==> src/rtl/muldiv_sequencer.sv <==
// muldiv_sequencer: iterative RV32M multiply/divide unit sharing one shift/add-subtract datapath.
// One op in flight; stalls the pipeline until the registered result is presented for one cycle.
module muldiv_sequencer #(
  parameter int XLEN  = 32,
  parameter int STEPS = 32
) (
  input  logic            clk,
  input  logic            rst_n,
  input  logic            flush,
  input  logic            start,
  input  logic [2:0]      funct3,
  input  logic [XLEN-1:0] op_a,
  input  logic [XLEN-1:0] op_b,
  input  logic [4:0]      rd_in,
  output logic            stall_out,
  output logic            busy,
  output logic            done,
  output logic [XLEN-1:0] result,
  output logic [4:0]      rd_out
);
  localparam int CW = $clog2(STEPS);
  localparam logic [XLEN-1:0] MIN = {1'b1, {(XLEN-1){1'b0}}};
  typedef enum logic [2:0] {S_IDLE, S_MUL, S_DIV, S_FIX, S_DONE} state_t;
  state_t r_state, w_next;
  logic [CW-1:0]     r_cnt;
  logic [2:0]        r_f3;
  logic [4:0]        r_rd;
  logic              r_sa, r_sb;
  logic [XLEN-1:0]   r_b;
  logic [2*XLEN-1:0] r_acc;
  logic              w_signed_a, w_signed_b, w_sa, w_sb, w_dz, w_ovf, w_special;
  logic [XLEN-1:0]   w_mag_a, w_mag_b, w_fast, w_quo, w_rem, w_fix;
  logic [XLEN:0]     w_mul_sum, w_trial;
  logic [2*XLEN-1:0] w_mul_acc, w_div_acc, w_prod;
  assign w_signed_a = (funct3 == 3'b001) | (funct3 == 3'b010) | (funct3 == 3'b100) | (funct3 == 3'b110);
  assign w_signed_b = (funct3 == 3'b001) | (funct3 == 3'b100) | (funct3 == 3'b110);
  assign w_sa       = w_signed_a & op_a[XLEN-1];
  assign w_sb       = w_signed_b & op_b[XLEN-1];
  assign w_mag_a    = w_sa ? -op_a : op_a;
  assign w_mag_b    = w_sb ? -op_b : op_b;
  assign w_dz       = funct3[2] & (op_b == '0);
  assign w_ovf      = funct3[2] & ~funct3[0] & (op_a == MIN) & (op_b == '1);
  assign w_special  = w_dz | w_ovf;
  assign w_fast     = w_dz ? (funct3[1] ? op_a : '1) : (funct3[1] ? '0 : MIN);
  // Shift-add: multiplier sits in the low half and drains out as the product shifts in.
  assign w_mul_sum  = {1'b0, r_acc[2*XLEN-1:XLEN]} + (r_acc[0] ? {1'b0, r_b} : '0);
  assign w_mul_acc  = {w_mul_sum, r_acc[XLEN-1:1]};
  // Restoring divide: high half is the partial remainder, low half fills with quotient bits.
  assign w_trial    = r_acc[2*XLEN-1:XLEN-1] - {1'b0, r_b};
  assign w_div_acc  = w_trial[XLEN] ? {r_acc[2*XLEN-2:0], 1'b0} : {w_trial[XLEN-1:0], r_acc[XLEN-2:0], 1'b1};
  assign w_prod     = (r_sa ^ r_sb) ? -r_acc : r_acc;
  assign w_quo      = (r_sa ^ r_sb) ? -r_acc[XLEN-1:0] : r_acc[XLEN-1:0];
  assign w_rem      = r_sa ? -r_acc[2*XLEN-1:XLEN] : r_acc[2*XLEN-1:XLEN];
  assign w_fix      = r_f3[2] ? (r_f3[1] ? w_rem : w_quo) : (r_f3[1:0] == 2'b00 ? w_prod[XLEN-1:0] : w_prod[2*XLEN-1:XLEN]);
  assign busy       = (r_state == S_MUL) | (r_state == S_DIV) | (r_state == S_FIX);
  assign done       = (r_state == S_DONE) & ~flush;
  assign stall_out  = rst_n & (((r_state == S_IDLE) & start & ~flush) | busy);
  always_comb begin
    w_next = r_state;
    case (r_state)
      S_IDLE:       if (start) w_next = w_special ? S_DONE : (funct3[2] ? S_DIV : S_MUL);
      S_MUL, S_DIV: if (r_cnt == CW'(STEPS-1)) w_next = S_FIX;
      S_FIX:        w_next = S_DONE;
      default:      w_next = S_IDLE;
    endcase
    if (flush) w_next = S_IDLE;
  end
  always_ff @(posedge clk or negedge rst_n) begin
    if (!rst_n) begin
      r_state <= S_IDLE;
      r_cnt   <= '0;
      r_f3    <= '0;
      r_rd    <= '0;
      r_sa    <= 1'b0;
      r_sb    <= 1'b0;
      r_b     <= '0;
      r_acc   <= '0;
      result  <= '0;
      rd_out  <= '0;
    end else begin
      r_state <= w_next;
      if (flush) r_cnt <= '0;
      else case (r_state)
        S_IDLE: if (start) begin
          r_f3  <= funct3;
          r_rd  <= rd_in;
          r_sa  <= w_sa;
          r_sb  <= w_sb;
          r_b   <= w_mag_b;
          r_acc <= {{XLEN{1'b0}}, w_mag_a};
          r_cnt <= '0;
          if (w_special) begin
            result <= w_fast;
            rd_out <= rd_in;
          end
        end
        S_MUL: begin
          r_acc <= w_mul_acc;
          r_cnt <= r_cnt + 1'b1;
        end
        S_DIV: begin
          r_acc <= w_div_acc;
          r_cnt <= r_cnt + 1'b1;
        end
        S_FIX: begin
          result <= w_fix;
          rd_out <= r_rd;
        end
        default: ;
      endcase
    end
  end
endmodule
==> config.mk <==
export PLATFORM = sky130hd
export DESIGN_NAME = muldiv_sequencer
export DESIGN_NICKNAME = d
export VERILOG_FILES = /design/src/rtl/muldiv_sequencer.sv
export SDC_FILE = /design/constraint.sdc
export NUM_CORES = 1
export LEC_CHECK = 0
export CAP_MARGIN = 15
export CORE_ASPECT_RATIO = 2
export CORE_UTILIZATION = 48
export DETAILED_ROUTE_END_ITERATION = 8
export PLACE_DENSITY_LB_ADDON = 0.1
export REMOVE_ABC_BUFFERS = 1
export SETUP_SLACK_MARGIN = 0.1
export SLEW_MARGIN = 20
export SYNTH_ARGS = -nofsm -noshare
export SYNTH_HDL_FRONTEND = slang
export SYNTH_SLANG_ARGS = --single-unit
==> constraint.sdc <==
create_clock -name clk -period 8.3 [get_ports clk]
set_input_delay 1.66 -clock clk [delete_from_list [all_inputs] [get_ports clk]]
set_output_delay 1.66 -clock clk [all_outputs]
set_load 0.03 [all_outputs]
==> results.md, run 1 <==
- Final ANT Viol Nets: 0
- Htree depth: 4
- Switching share of power: between 50% and 60%
- Min cycle time layout: 5620 ps
- Crit-path max FO: 52
- Status: finished, final reports clean
- Drt drc: 0
- Crit path largest cell delay: 670 ps
- Peak supply drop: 0.000199 V
- Critical path data required time: 8620 ps
- Crit. Startpoint: op_a[0]
- Worst slew margin: 25.0%
- First-pass GRT wire length: around 90 mm
- Vias in the first global route: 15,621
- Vias/cell: 6.46
- Most used cell, CP: o21ai_0
- Critical hold path startpoint: r_b[6]
- Synth Flop Type: dfrtp_1
- Syn avg cell area: 7.56 um^2
- Post-synth ARST share: 100%
- Arr. time, crit path: 5940 ps
- Setup bufs post-CTS: 0
- Clk_skew: 10.3 ps
- Antenna cells: 0
- HPWL Detailed: 44.1 mm
- Leak pwr: 6.91 nW
- Area delta synth->final: 12.0%
- GRT Total Usage: 36.4%
- Yosys warns: 0
- Nets: 2,143
- Maxcap violations: 0
- Top Ports: 116
- Fillers: 3,057
- Sequential area share after synthesis: roughly 25%
- Clock sinks: 151
- Worst Setup End Kind: flop
- Initial DRC count: 1,073
- Crit-path slowest cell: clkinv_2
- Final setup fails: 0
- Power density over the cells: between 200 and 300 mW/mm^2
- Crit start category: input port
- Final Cycle Share: between 60 and 70%
- CTS Root Cell: clkbuf_16
- Final Hold Viols: 0
- R2r startpoint: r_acc[31]
- Synth cell types: just over 80
- Place WS: 2240 ps
- Gate power share: 58.2%
- Sequential power share: 25.6%
- Fmax: roughly 180 MHz
- CTS tree: done
- Max clock buf depth: 2
- Clk_lat worst skew: 470 ps
- Clock-pin slew on the worst setup and hold paths: about 70 ps
- Die Width: roughly 130 um
- Type of the worst setup path: in -> reg
- Max-slew violation count: 0
- Post-CTS Hold Fix Bufs: 0
- RSZ-0062 raised after global routing: false
- TritonRoute pass-1 iters: 6
- Pin count of the biggest net entering global routing: 83
- Initial Util: 48.8%
- Standard-cell row count: between 90 and 100
- CTS buffer count: 17
- Clk pwr share: 16.2%
- Post-synthesis cell area: 0.0150 mm^2
- Worst Tran Pin Value: about 1100 ps
- Avg WL per Cell: 23.8 um
- Core box area: ~0.031 mm^2
- Post-CTS Resized: 0
- Setup TNS Final: 0 ps
- Global placer's final weighted congestion: 0.952
- Int Power: 2.43 mW
- Fraction of layout cells with a size suffix above 1: 4.83%
- Initial antenna violation count: 0
- EDFF count, synth: 0
- Die height: 252 um
- IO buf count: roughly 120
- Gr ovfl total: 0
- CP Cell Sequence: clkdlybuf4s50_1, inv_1, ha_1, nor4b_1, and4_1, or3b_2, nor2_1, a31oi_1, o21a_1, clkinv_2, o21ai_0, o21ai_0, o31ai_1
- Min setup slack post-route: 2680 ps
- Sw power: 2.45 mW
- Die area: 0.0320 mm^2
- FF+latch count, synth: 151
- Worst Hold Class: reg -> reg
- Mapped Cells: 1,985
- Via Count: 15,367
- Overall routed net length: 56.7 mm
==> critical path, delay by kind of cell <==
| family | cells | cell delay (ps) |
|---|---|---|
| and+or+nand+nor | 4 | 1590 |
| buffers and inverters | 3 | 1350 |
| AOI/OAI and AO/OA | 5 | 1110 |
| adders and majority gates | 1 | 230 |
==> synth_stat cells (7+ instances only) <==
cell type / number / area [um^2]
nor4_1: 28 / 175
and2_1: 9 / 56.3
dfrtp_1: 151 / 3780
nand2b_1: 16 / 100
or3_1: 22 / 138
nor2_1: 196 / 736
nor2b_1: 11 / 68.8
xor2_1: 96 / 841
o211ai_1: 22 / 165
nor3_1: 35 / 175
nor3b_1: 8 / 60.1
xnor2_1: 105 / 920
clkbuf_1: 126 / 473
mux2_2: 8 / 90.1
o22a_1: 9 / 78.8
o21bai_1: 9 / 67.6
o41ai_1: 10 / 87.6
mux2i_1: 24 / 240
nand4_1: 18 / 113
and3_1: 10 / 62.6
nand3_1: 40 / 200
o21ai_1: 7 / 35.0
o22ai_1: 12 / 75.1
nand2_1: 204 / 766
a31oi_1: 26 / 163
o31ai_1: 26 / 195
or4_1: 14 / 105
a211oi_1: 10 / 75.1
a22oi_1: 15 / 113
ha_1: 71 / 888
buf_2: 8 / 40.0
o21a_1: 15 / 113
o21ai_0: 213 / 1070
a21o_1: 39 / 293
a21oi_1: 143 / 716
o221ai_1: 9 / 78.8
a221oi_1: 39 / 342
inv_1: 70 / 263
==> placed cells by master (no fill, tap or decap), types with 10 or more instances in the layout <==
cell	instances
o21ai_0	213
nand2_1	204
nor2_1	192
dfrtp_1	151
a21oi_1	143
clkdlybuf4s50_1	114
xnor2_1	104
xor2_1	95
ha_1	71
inv_1	69
nand3_1	39
a221oi_1	39
a21o_1	39
nor3_1	33
nor4_1	28
o31ai_1	26
a31oi_1	26
mux2i_1	24
o211ai_1	22
or3_1	21
buf_4	19
nand4_1	18
clkbuf_16	17
nand2b_1	16
o21a_1	15
a22oi_1	15
or4_1	14
o22ai_1	12
nor2b_1	11
and3_1	10
o41ai_1	10
a211oi_1	10
==> cell families (layout without fill, tap and decap cells) <==
kind of cell             Yosys count  in the layout  synth area share (%)
flip-flops                       151            151                  25.2
AND/OR/NAND/NOR                  645            645                  20.5
buffers and inverters            215            237                  5.70
AO/OA/AOI/OAI                    668            668                  28.5
adder cells (fa/ha/maj)           73             73                  6.19
XOR/XNOR                         201            201                  11.7
multiplexers                      32             32                  2.20
==> power by group through the flow <==
stage          sequential, mW  combinational, mW  clock [mW]
2_1_floorplan            1.24               1.86           0
3_3_place_gp             1.24               2.78           0
3_5_place_dp             1.25               2.79           0
4_1_cts                  1.23               2.81       0.802
5_1_grt                  1.27               3.11       0.827
6_report                 1.25               2.84       0.790
==> routing by layer <==
metal,track usage [%],routed length (um),vias to the layer above
met5,0,0,-
met4,27.9,4630,0
met3,4.47,2160,219
met2,68.4,30500,580
met1,35.7,19400,7327
li1,-,-,7241
==> per-stage QoR <==
stage / hold WS, ps / instances / cell area [um^2] / power (mW) / utilization (%)
after global routing: 508 / 2379 / 16800 / 5.20 / 54.7
after global placement: 463 / 2347 / 16200 / 4.02 / 52.8
after floorplan: 449 / 1841 / 14400 / 3.10 / -
final: 481 / 2379 / 16800 / 4.87 / 54.7
after CTS: 482 / 2379 / 16800 / 4.84 / 54.6
after detailed placement: 466 / 2347 / 16200 / 4.04 / 52.8
==> final cells by class <==
| type | instances | area, um^2 | share of cell area [%] |
|---|---|---|---|
| multi-input combinational | 1619 | 10400 | 62.0 |
| timing repair buffer | 134 | 1290 | 7.71 |
| clock inverter | 15 | 155 | 0.923 |
| inverter | 71 | 268 | 1.59 |
| clock buffer | 17 | 425 | 2.53 |
| sequential | 151 | 3780 | 22.5 |
| tap | 372 | 465 | 2.77 |
==> final timing paths <==
check | end | slack, ps | cells after the start
setup reg to reg | r_acc[49] | 3510 | 12
setup / recovery | result[26] | 2680 | 13
max in group asynchronous | r_cnt[4] | 5280 | 3
min in group asynchronous | r_acc[7] | 1120 | 1
hold reg to reg | r_b[6] | 480 | 2
hold / removal | r_b[6] | 480 | 2
==> state kept, by name (all words and copies together), names as in the netlist <==
register and count:
r_rd 5, r_b 32, r_acc 64, r_sa 1, r_sb 1, r_f3 3, r_state 3, r_cnt 5
rd_out 5, result 32
Note: power is estimated with default switching activity, not from simulation.
==> inputs of run 2 (changes only) <==
==> constraint.sdc (replaced) <==
create_clock -name clk -period 5.8 [get_ports clk]
set_input_delay 1.16 -clock clk [delete_from_list [all_inputs] [get_ports clk]]
set_output_delay 1.16 -clock clk [all_outputs]
set_load 0.03 [all_outputs]
==> run 2 against run 1 <==
Against the previous run: sequential power increased by 41%; cell count is 0.76% higher; design area increased by 0.77%; sequential cell count did not move; first-iteration DRC count shrank 13%; wire length rose by 0.16%; clock-buffer cell count stayed put.
==> results.md, run 2 (synthesized netlist as in run 1, its figures left out) <==
- Clock-pin slew on the worst setup and hold paths: 70 ps
- Initial Util: 48.8%
- First-pass GRT wire length: 87.3 mm
- HPWL Detailed: 44.8 mm
- Setup bufs post-CTS: 0
- Placed Area: approximately 0.016 mm^2
- Worst Hold Class: reg -> reg
- TritonRoute pass-1 iters: 5
- Top reg by flops: r_acc
- Htree depth: 4
- Final Hold Viols: 0
- Arr. time, crit path: 5160 ps
- Power density over the cells: 412 mW/mm^2
- Crit-path max FO: 52
- Status: finished, final reports clean
- Core box area: 0.0307 mm^2
- CTS Root Cell: clkbuf_16
- RSZ-0062 raised after global routing: false
- Post-CTS Hold Fix Bufs: 0
- CTS tree: done
- Commonest cells after routing, fill and taps aside: 213 x o21ai_0, 204 x nand2_1, 194 x nor2_1
- Gr ovfl total: 0
- Type of the worst setup path: in -> reg
- Met1 Use GR: 33.9%
- Most common cell after layout, fill and taps aside: o21ai_0
- Final setup fails: 0
- Clk_skew: 12.0 ps
- Critical path data required time: 6120 ps
- Global placer's final weighted congestion: 0.971
- IO buf count: 115
- Fraction of layout cells with a size suffix above 1: 5.53%
- Nets: 2,161
- Vias/cell: 6.43
- Clk_lat worst skew: approximately 470 ps
- Overall routed net length: 56.8 mm
- Leak pwr: 7.01 nW
- Area delta synth->final: 12.9%
- Via Count: 15,409
- Met3 Usage GRT: 4.64%
- Vias in the first global route: 15,568
- Met2 Use GR: 68.7%
- Fillers: 3,047
- Standard-cell row count: 91
- Initial DRC count: 938
- Tot Pwr: 6.98 mW
- Peak supply drop: approximately 0.00031 V
- Worst slew margin: about 26%
- Final Cycle Share: 83.3%
- Max-slew violation count: 0
- Die Width: 127 um
- Top Ports: 116
- Largest register FFs: between 60 and 70
- Clock sinks: 151
- Hold slack final: 477 ps
- CTS buffer count: 17
- Largest regs: r_acc: 64 flops, r_b: 32 flops, result: 32 flops
- GRT Total Usage: 36.1%
- Antenna cells: 0
- Min setup slack post-route: 966 ps
- Worst Tran Pin Value: 1110 ps
- Pin count of the biggest net entering global routing: between 70 and 80
- Final ANT Viol Nets: 0
- Post-route design area: about 0.017 mm^2
- Max clock buf depth: 2
- Post-CTS Resized: 0
- GRT busiest layer: met2
- Drt drc: 0
- Setup TNS Final: 0 ps
- Maxcap violations: 0
- Place WS: between 500 and 600 ps
- Crit start category: input port
- Initial antenna violation count: 0
- Fmax: 207 MHz
- Avg WL per Cell: about 24 um
- Worst Setup End Kind: flop
- Die area: 0.0320 mm^2
- Min cycle time layout: roughly 4800 ps
- Die height: 252 um
run 2: cell types whose count changed in the layout (fill, tap and decap cells not counted), sizes merged:
cell and change:
inv +1, clkinvlp -2, clkinv +1, buf +18
run 2: area by class of cell:
class	instances	area, um^2	area share [%]
Clock inverter	15	154	0.909
Tap cell	372	465	2.75
Multi-Input combinational cell	1619	10400	61.5
Inverter	71	268	1.58
Sequential cell	151	3780	22.3
Timing Repair Buffer	152	1430	8.45
Clock buffer	17	425	2.51
run 2: path summary, 6_finish.rpt:
check | end | slack [ps] | depth (start not counted) | startpoint
setup / recovery | result[30] | 970 | 12 | op_a[7]
hold / removal | result[4] | 480 | 2 | result[4]
setup reg to reg | r_acc[61] | 1150 | 13 | r_acc[31]
hold reg to reg | result[4] | 480 | 2 | result[4]
max in group asynchronous | result[10] | 3590 | 3 | rst_n
min in group asynchronous | r_acc[5] | 570 | 1 | rst_n
run 2: power by group:
part	internal, mW	switching [mW]
clock	0.574	0.557
combinational	1.61	2.48
sequential	1.31	0.457
run 2: per-stage QoR:
stage | instances | util (%)
2_1_floorplan | 1841 | -
3_3_place_gp | 2365 | 53.2
3_5_place_dp | 2365 | 53.2
4_1_cts | 2397 | 55.1
5_1_grt | 2397 | 55.1
6_report | 2397 | 55.1
run 2: routing by layer:
| layer | vias up | wire, um |
|---|---|---|
| li1 | 7284 | - |
| met1 | 7328 | 19000 |
| met2 | 568 | 30700 |
| met3 | 229 | 2250 |
| met4 | 0 | 4820 |
| met5 | - | 0 |
run 2: critical path, cell delays in order:
cell and delay, ps:
clkdlybuf4s50_1 470, nor4_1 740, and4_1 460, or3b_2 520, nor2_1 230, a31oi_1 140
o21a_1 190, buf_4 210, clkinv_2 520, o21ai_0 230, o21ai_0 120, o21ai_0 120
